==> config.mk <==
export PLATFORM = sky130hd
export DESIGN_NAME = masurare_perioada
export DESIGN_NICKNAME = d
export VERILOG_FILES = /design/src/rtl/masurare_pkg.sv /design/src/rtl/detector_front.sv /design/src/rtl/masurare_perioada.sv
export SDC_FILE = /design/constraint.sdc
export NUM_CORES = 1
export LEC_CHECK = 0
export BUFFER_PORTS_ARGS = -buffer_cell sky130_fd_sc_hd__buf_2
export CAP_MARGIN = 15
export CORE_MARGIN = 2
export CORE_UTILIZATION = 40
export DETAILED_ROUTE_END_ITERATION = 16
export SLEW_MARGIN = 10
export SYNTH_ARGS = -nofsm -noshare
export SYNTH_HDL_FRONTEND = slang
export SYNTH_SLANG_ARGS = --single-unit
==> constraint.sdc <==
create_clock -name clk_i -period 2.3 [get_ports clk_i]
set_input_delay 0.345 -clock clk_i [delete_from_list [all_inputs] [get_ports clk_i]]
set_output_delay 0.345 -clock clk_i [all_outputs]
set_load 0.02 [all_outputs]
==> src/rtl/masurare_pkg.sv <==
`default_nettype none
// +--------------------------------------------------------------------+
// | Package  : masurare_pkg                                            |
// | Purpose  : Shared types and constants for the tick period meter    |
// |            and its front-end edge detector.                        |
// | Revision : 1.0 - initial release                                   |
// +--------------------------------------------------------------------+
package masurare_pkg;

   // Measurement FSM states
   typedef enum logic [1:0] {
      ST_IDLE    = 2'd0,
      ST_ARMED   = 2'd1,
      ST_MEASURE = 2'd2
   } state_t;

   // Default width of the cycle counter / period output
   localparam int unsigned DEF_CNT_W = 32;

   // Width of the consecutive-match counter; holds lock targets up to 15
   localparam int unsigned LOCK_W = 4;

endpackage : masurare_pkg
`default_nettype wire

==> src/rtl/detector_front.sv <==
`default_nettype none
// +--------------------------------------------------------------------+
// | Module   : detector_front                                          |
// | Purpose  : Registered rising-edge detector for a synchronous tick. |
// |            A tick held high for several cycles yields one edge.    |
// | Revision : 1.0 - initial release                                   |
// +--------------------------------------------------------------------+
module detector_front (
   input  logic clk_i,
   input  logic reset_i,
   input  logic tick_i,
   output logic edge_o
);

   logic tick_q;
   logic tick_d;

   // Next value of the delayed tick is simply the current tick
   always_comb begin
      tick_d = tick_i;
   end

   // Delay the tick by one clock so a low-to-high transition can be seen
   always_ff @(posedge clk_i or posedge reset_i) begin
      if (reset_i) begin
         tick_q <= 1'b0;
      end else begin
         tick_q <= tick_d;
      end
   end

   assign edge_o = tick_i & ~tick_q;

endmodule : detector_front
`default_nettype wire

==> src/rtl/masurare_perioada.sv <==
`default_nettype none
// +--------------------------------------------------------------------+
// | Module   : masurare_perioada                                       |
// | Purpose  : Measures clk_i cycles between consecutive tick rising   |
// |            edges, strobes each result, tracks lock on a stable     |
// |            period and flags a sticky timeout when ticks stop.      |
// | Revision : 1.0 - initial release                                   |
// +--------------------------------------------------------------------+
module masurare_perioada
   import masurare_pkg::*;
#(
   parameter int unsigned      CNT_W      = DEF_CNT_W,
   parameter int unsigned      LOCK_CNT   = 4,
   parameter logic [CNT_W-1:0] MAX_PERIOD = {CNT_W{1'b1}}
) (
   input  logic             clk_i,
   input  logic             reset_i,
   input  logic             enable,
   input  logic             tick_i,
   output logic [CNT_W-1:0] period_o,
   output logic             valid_o,
   output logic             locked_o,
   output logic             timeout_o
);

   localparam logic [CNT_W-1:0]  CNT_ONE   = CNT_W'(1);
   localparam logic [LOCK_W-1:0] MATCH_ONE = LOCK_W'(1);
   localparam logic [LOCK_W-1:0] LOCK_TGT  = LOCK_W'(LOCK_CNT);

   state_t            state_q,     state_d;
   logic [CNT_W-1:0]  cnt_q,       cnt_d;
   logic [CNT_W-1:0]  period_q,    period_d;
   logic [LOCK_W-1:0] match_cnt_q, match_cnt_d;
   logic              valid_q,     valid_d;
   logic              locked_q,    locked_d;
   logic              timeout_q,   timeout_d;

   logic              tick_edge;
   logic [LOCK_W-1:0] match_meas;
   logic              locked_meas;

   detector_front u_detector_front (
      .clk_i   (clk_i),
      .reset_i (reset_i),
      .tick_i  (tick_i),
      .edge_o  (tick_edge)
   );

   // Lock bookkeeping for a measurement taken this cycle: a repeat of the
   // previous period extends the run (saturating), anything else restarts it
   always_comb begin
      match_meas = MATCH_ONE;
      if ((match_cnt_q != '0) && (cnt_q == period_q)) begin
         if (match_cnt_q == LOCK_TGT) begin
            match_meas = match_cnt_q;
         end else begin
            match_meas = match_cnt_q + MATCH_ONE;
         end
      end
      locked_meas = (match_meas == LOCK_TGT);
   end

   // Next-state and datapath: enable low overrides everything, then the
   // FSM arms on the first edge and measures between subsequent edges
   always_comb begin
      state_d     = state_q;
      cnt_d       = cnt_q;
      period_d    = period_q;
      match_cnt_d = match_cnt_q;
      valid_d     = 1'b0;
      locked_d    = locked_q;
      timeout_d   = timeout_q;

      if (!enable) begin
         state_d     = ST_IDLE;
         cnt_d       = '0;
         match_cnt_d = '0;
         locked_d    = 1'b0;
         timeout_d   = 1'b0;
      end else begin
         case (state_q)
            ST_IDLE: begin
               cnt_d       = '0;
               match_cnt_d = '0;
               locked_d    = 1'b0;
               timeout_d   = 1'b0;
               state_d     = ST_ARMED;
            end
            ST_ARMED: begin
               if (tick_edge) begin
                  cnt_d   = CNT_ONE;
                  state_d = ST_MEASURE;
               end
            end
            ST_MEASURE: begin
               // An edge coinciding with the counter limit is a valid
               // measurement of MAX_PERIOD, so the edge is checked first
               if (tick_edge) begin
                  period_d    = cnt_q;
                  valid_d     = 1'b1;
                  cnt_d       = CNT_ONE;
                  timeout_d   = 1'b0;
                  match_cnt_d = match_meas;
                  locked_d    = locked_meas;
               end else if (cnt_q == MAX_PERIOD) begin
                  // Stop counting rather than wrap; re-arm on the next edge
                  timeout_d   = 1'b1;
                  locked_d    = 1'b0;
                  match_cnt_d = '0;
                  cnt_d       = '0;
                  state_d     = ST_ARMED;
               end else begin
                  cnt_d = cnt_q + CNT_ONE;
               end
            end
            default: begin
               state_d = ST_IDLE;
            end
         endcase
      end
   end

   // State and output registers
   always_ff @(posedge clk_i or posedge reset_i) begin
      if (reset_i) begin
         state_q     <= ST_IDLE;
         cnt_q       <= '0;
         period_q    <= '0;
         match_cnt_q <= '0;
         valid_q     <= 1'b0;
         locked_q    <= 1'b0;
         timeout_q   <= 1'b0;
      end else begin
         state_q     <= state_d;
         cnt_q       <= cnt_d;
         period_q    <= period_d;
         match_cnt_q <= match_cnt_d;
         valid_q     <= valid_d;
         locked_q    <= locked_d;
         timeout_q   <= timeout_d;
      end
   end

   assign period_o  = period_q;
   assign valid_o   = valid_q;
   assign locked_o  = locked_q;
   assign timeout_o = timeout_q;

endmodule : masurare_perioada
`default_nettype wire

==> summary by stage <==
Synth
The distinct cell type count after synthesis is 53. The most used flip-flop cell after synthesis is sky130_fd_sc_hd__dfrtp_1. The gate count after technology mapping is 441. In the synthesized netlist the async set-or-reset flop fraction comes to 100%. For this run, the number of Yosys warnings is 0. The sequential share of the synthesized area is 46.5%. The cell area after synthesis is roughly 4000 sq um. The register bit count reported by yosys is 74.

In this run the mean area of a mapped cell was roughly 9.0 sq um. The number of flops mapped to enable cells by yosys is 0. The number of nets handed over by synthesis was 452.

Die
The initialized floorplan defines 36 standard-cell rows. After floorplanning, the core was sized to cover 9730 sq um. The die covers 10,800 sq um. From left edge to right edge, the die measures 104 microns. For this design the top-level I/O count stands at 39.

From bottom edge to top edge, the die measures 104 microns. The effective utilization at floorplan is between 40% and 50%.

Critical path
The logic depth of the worst register-to-register path is 6. The critical path class is reg2reg. The data arrival at the endpoint of the critical path is roughly 2500 ps. The kind of end point of the critical path is a flop. At the worst endpoint, the required time is between 2000 and 3000 ps. Of all nets on the critical path, the largest fanout is 7.

The kind of launch point of the worst setup path is a flop.

Global routing
The number of global-route vias before repair was approximately 3,200. The overall routing resource usage is slightly below 20%. The number of antenna violations at the first check in global routing came to 0. The largest net degree at the start of global routing is 54. Summed over all layers, the global routing overflow is 0. The global-route wire length before repair is approximately 17 mm.

Placed design
The number of input and output port buffers inserted is 38. The routability congestion estimate is 0.828. In this run, placement finished with an instance count of roughly 620. The post-place instance area is 4510 sq um. The estimated wirelength of the detail-placed design is 7.15 mm.

Pwr
Total power for the finished layout comes to 3.13 mW. The ratio of total power to cell area is about 660 nW/um^2. The cell leakage power is about 2.2 nW. The peak supply drop is between 0.4 and 0.5 mV. The net switching power figure is 0.968 mW. The sequential share of power is 43.0%. The switching power share of the total is 31.0%. The share of total power in the clock network is 36.0%. The portion of total power attributed to combinational logic is 21.0%. Cell internal power was estimated by the tool at 2.16 mW.

Flow run
The max-capacitance violation count is 0.

Clock tree
The clock passes through at most 2 buffers. Clock tree synthesis inserted a total of 9 buffers. The root buffer cell is sky130_fd_sc_hd__clkbuf_8. Clock-pin slew was measured on the worst setup and hold paths at roughly 80 ps. Clock latency on the worst-skew pair, taken at its later pin, is 360 ps. The clock tree synthesis step divided the H-tree into 3 levels. The number of sinks handled by clock tree synthesis is 74.

The CTS tree is built.

Finish
Leaving out fill and tap cells, the most frequent cell in the layout is sky130_fd_sc_hd__nand2_1. The number of antenna diodes in the final layout is 0. Fill cells in the final layout number 969.

The number of nets in the layout is 512. The area growth from synthesis to layout is 19.3%. The final instance area is 4760 sq um. The flip-flop and latch area is 1850 sq um. After the flow finishes, the layout carries non-filler instances totaling 639.

The multi-input combinational cell area is ~2000 sq um. The final core utilization is 48.9%. The fraction of final layout cells with drive strength greater than 1 is 19.4%. The library cells used most frequently in the layout, excluding fill and tap cells, are sky130_fd_sc_hd__nand2_1 (103), sky130_fd_sc_hd__dfrtp_1 (74), sky130_fd_sc_hd__xnor2_1 (47).

Timing
The final hold violation count is 0. Headroom to the max-slew limit came out at 55.0%. The final critical path takes up 95.7% of the cycle. The number of slew-limit violations in the final report is 0. The worst path in the final design needs a cycle of approximately 2200 ps, including I/O delays and setup. At the pin with the least slew margin, the transition time is 674 ps.

Based on the critical path, the design can be clocked at up to ~450 MHz. After routing, the total negative slack on setup checks comes to 0 ps. The final clock skew is 9.12 ps. Setup repair after global routing left no endpoint under its margin. The final setup violation count is 0.

Hold path
The path class of the tightest hold or removal check is in2async.

Routing
The vias per cell is 5.24. For this run, design rule violations remaining after detail routing come to 0. For this block, the routed nets add up to 10.0 mm of wire. The vias after detailed routing is between 3,000 and 4,000.

The number of nets still failing antenna checks after routing is 0. For this block, the initial DRC count from the detailed router was roughly 210. The first-pass iteration count of the detailed router is 4. The routed wire length per instance is 15.7 microns.

Run status
The run finished with clean final reports.
==> per-stage QoR <==
| stage | setup WS (ps) | hold slack (ps) |
|---|---|---|
| 3_5_place_dp | 65.3 | 417 |
| 4_1_cts | 45.7 | 25.1 |
| 3_3_place_gp | 147 | 401 |
| 2_1_floorplan | 48.2 | 376 |
| 6_report | 98.9 | 15.3 |
| 5_1_grt | 4.10 | 57.8 |
==> flip-flops by register name, summed over array words and instances (netlist names) <==
signal / count
cnt_q: 32
match_cnt_q: 4
timeout_o: 1
locked_o: 1
period_o: 32
state_q: 2
valid_o: 1
u_detector_front.tick_q: 1
==> critical path: stages, from the launching register on <==
cell,delay [ps]
sky130_fd_sc_hd__dfrtp_1,420
sky130_fd_sc_hd__nand4_1,210
sky130_fd_sc_hd__or2_4,320
sky130_fd_sc_hd__a2111o_1,500
sky130_fd_sc_hd__buf_4,180
sky130_fd_sc_hd__or3_1,350
sky130_fd_sc_hd__a21oi_2,140
==> cell families after synthesis <==
logic type      share of synthesized area [%]
flops                                    46.5
fa+ha+maj                                2.20
mux                                     0.754
buf+inv                                  3.77
simple gates                             22.6
compound gates                           13.2
xor+xnor                                 11.0
==> synthesized netlist by cell type, drive strengths merged (2+ instances only) <==
cell type    n  area share [%]
xor2         3            0.66
o21a         2            0.38
a211o        2            0.44
a21oi       16             2.0
nand2      103             9.7
xnor2       47              10
o21ai       17             2.1
nand2b       2            0.31
a211oi       8             1.6
ha           7             2.2
nor4         3            0.78
or3          8             1.3
nor2        25             2.4
inv         15             1.4
o2111ai      2            0.44
and3         5            0.78
and4         3            0.66
a2111oi      8             1.8
and2         2            0.31
nand4       16             2.7
nand3       17             2.1
mux2i        3            0.75
nor3         5            0.63
o2bb2ai      2            0.44
clkbuf      13             1.3
buf          8            0.97
o211ai       3            0.57
o31ai        2            0.38
a21o         3            0.57
dfrtp       74              46
==> final timing paths <==
| kind | slack, ps | from | endpoint |
|---|---|---|---|
| worst min-delay path | 20 | reset_i | period_o[20] |
| worst min register to register | 520 | period_o[4] | period_o[4] |
| max in group asynchronous | 1610 | reset_i | period_o[1] |
| min in group clk_i | 120 | tick_i | u_detector_front.tick_q |
| worst max-delay path | 100 | cnt_q[15] | cnt_q[27] |
| worst max register to register | 100 | cnt_q[15] | cnt_q[27] |
==> metal layers <==
metal / part of all wire (%) / vias to the layer above / GRT usage (%)
li1: - / 1648 / -
met1: 47 / 1620 / 27.9
met2: 47 / 71 / 30.8
met3: 5.2 / 10 / 2.52
met4: 1.1 / 0 / 6.66
met5: 0 / - / 0
==> repair_timing <==
action	4_1_cts	5_1_grt
hold buffers	0	0
setup buffers	0	1
gates resized for setup	0	5
endpoints found under the setup margin	0	5
==> cell type report <==
| type | count | share of cell area (%) |
|---|---|---|
| multi-input cells | 330 | 41.9 |
| flip-flops and latches | 74 | 38.9 |
| repair buffers | 70 | 9.66 |
| clock buffers | 13 | 3.76 |
| well taps | 133 | 3.50 |
| inverters | 16 | 1.26 |
| clock inverters | 3 | 0.947 |
==> power groups by stage <==
stage                     Combinational (mW)  Sequential [mW]  Clock (mW)
after detailed placement               0.648             1.37           0
after global placement                 0.638             1.37           0
final                                  0.655             1.35        1.13
after global routing                   0.726             1.35        1.20
after CTS                              0.653             1.34        1.14
after floorplan                        0.395             1.38           0
No activity file was read; power rests on OpenSTA's default activity.
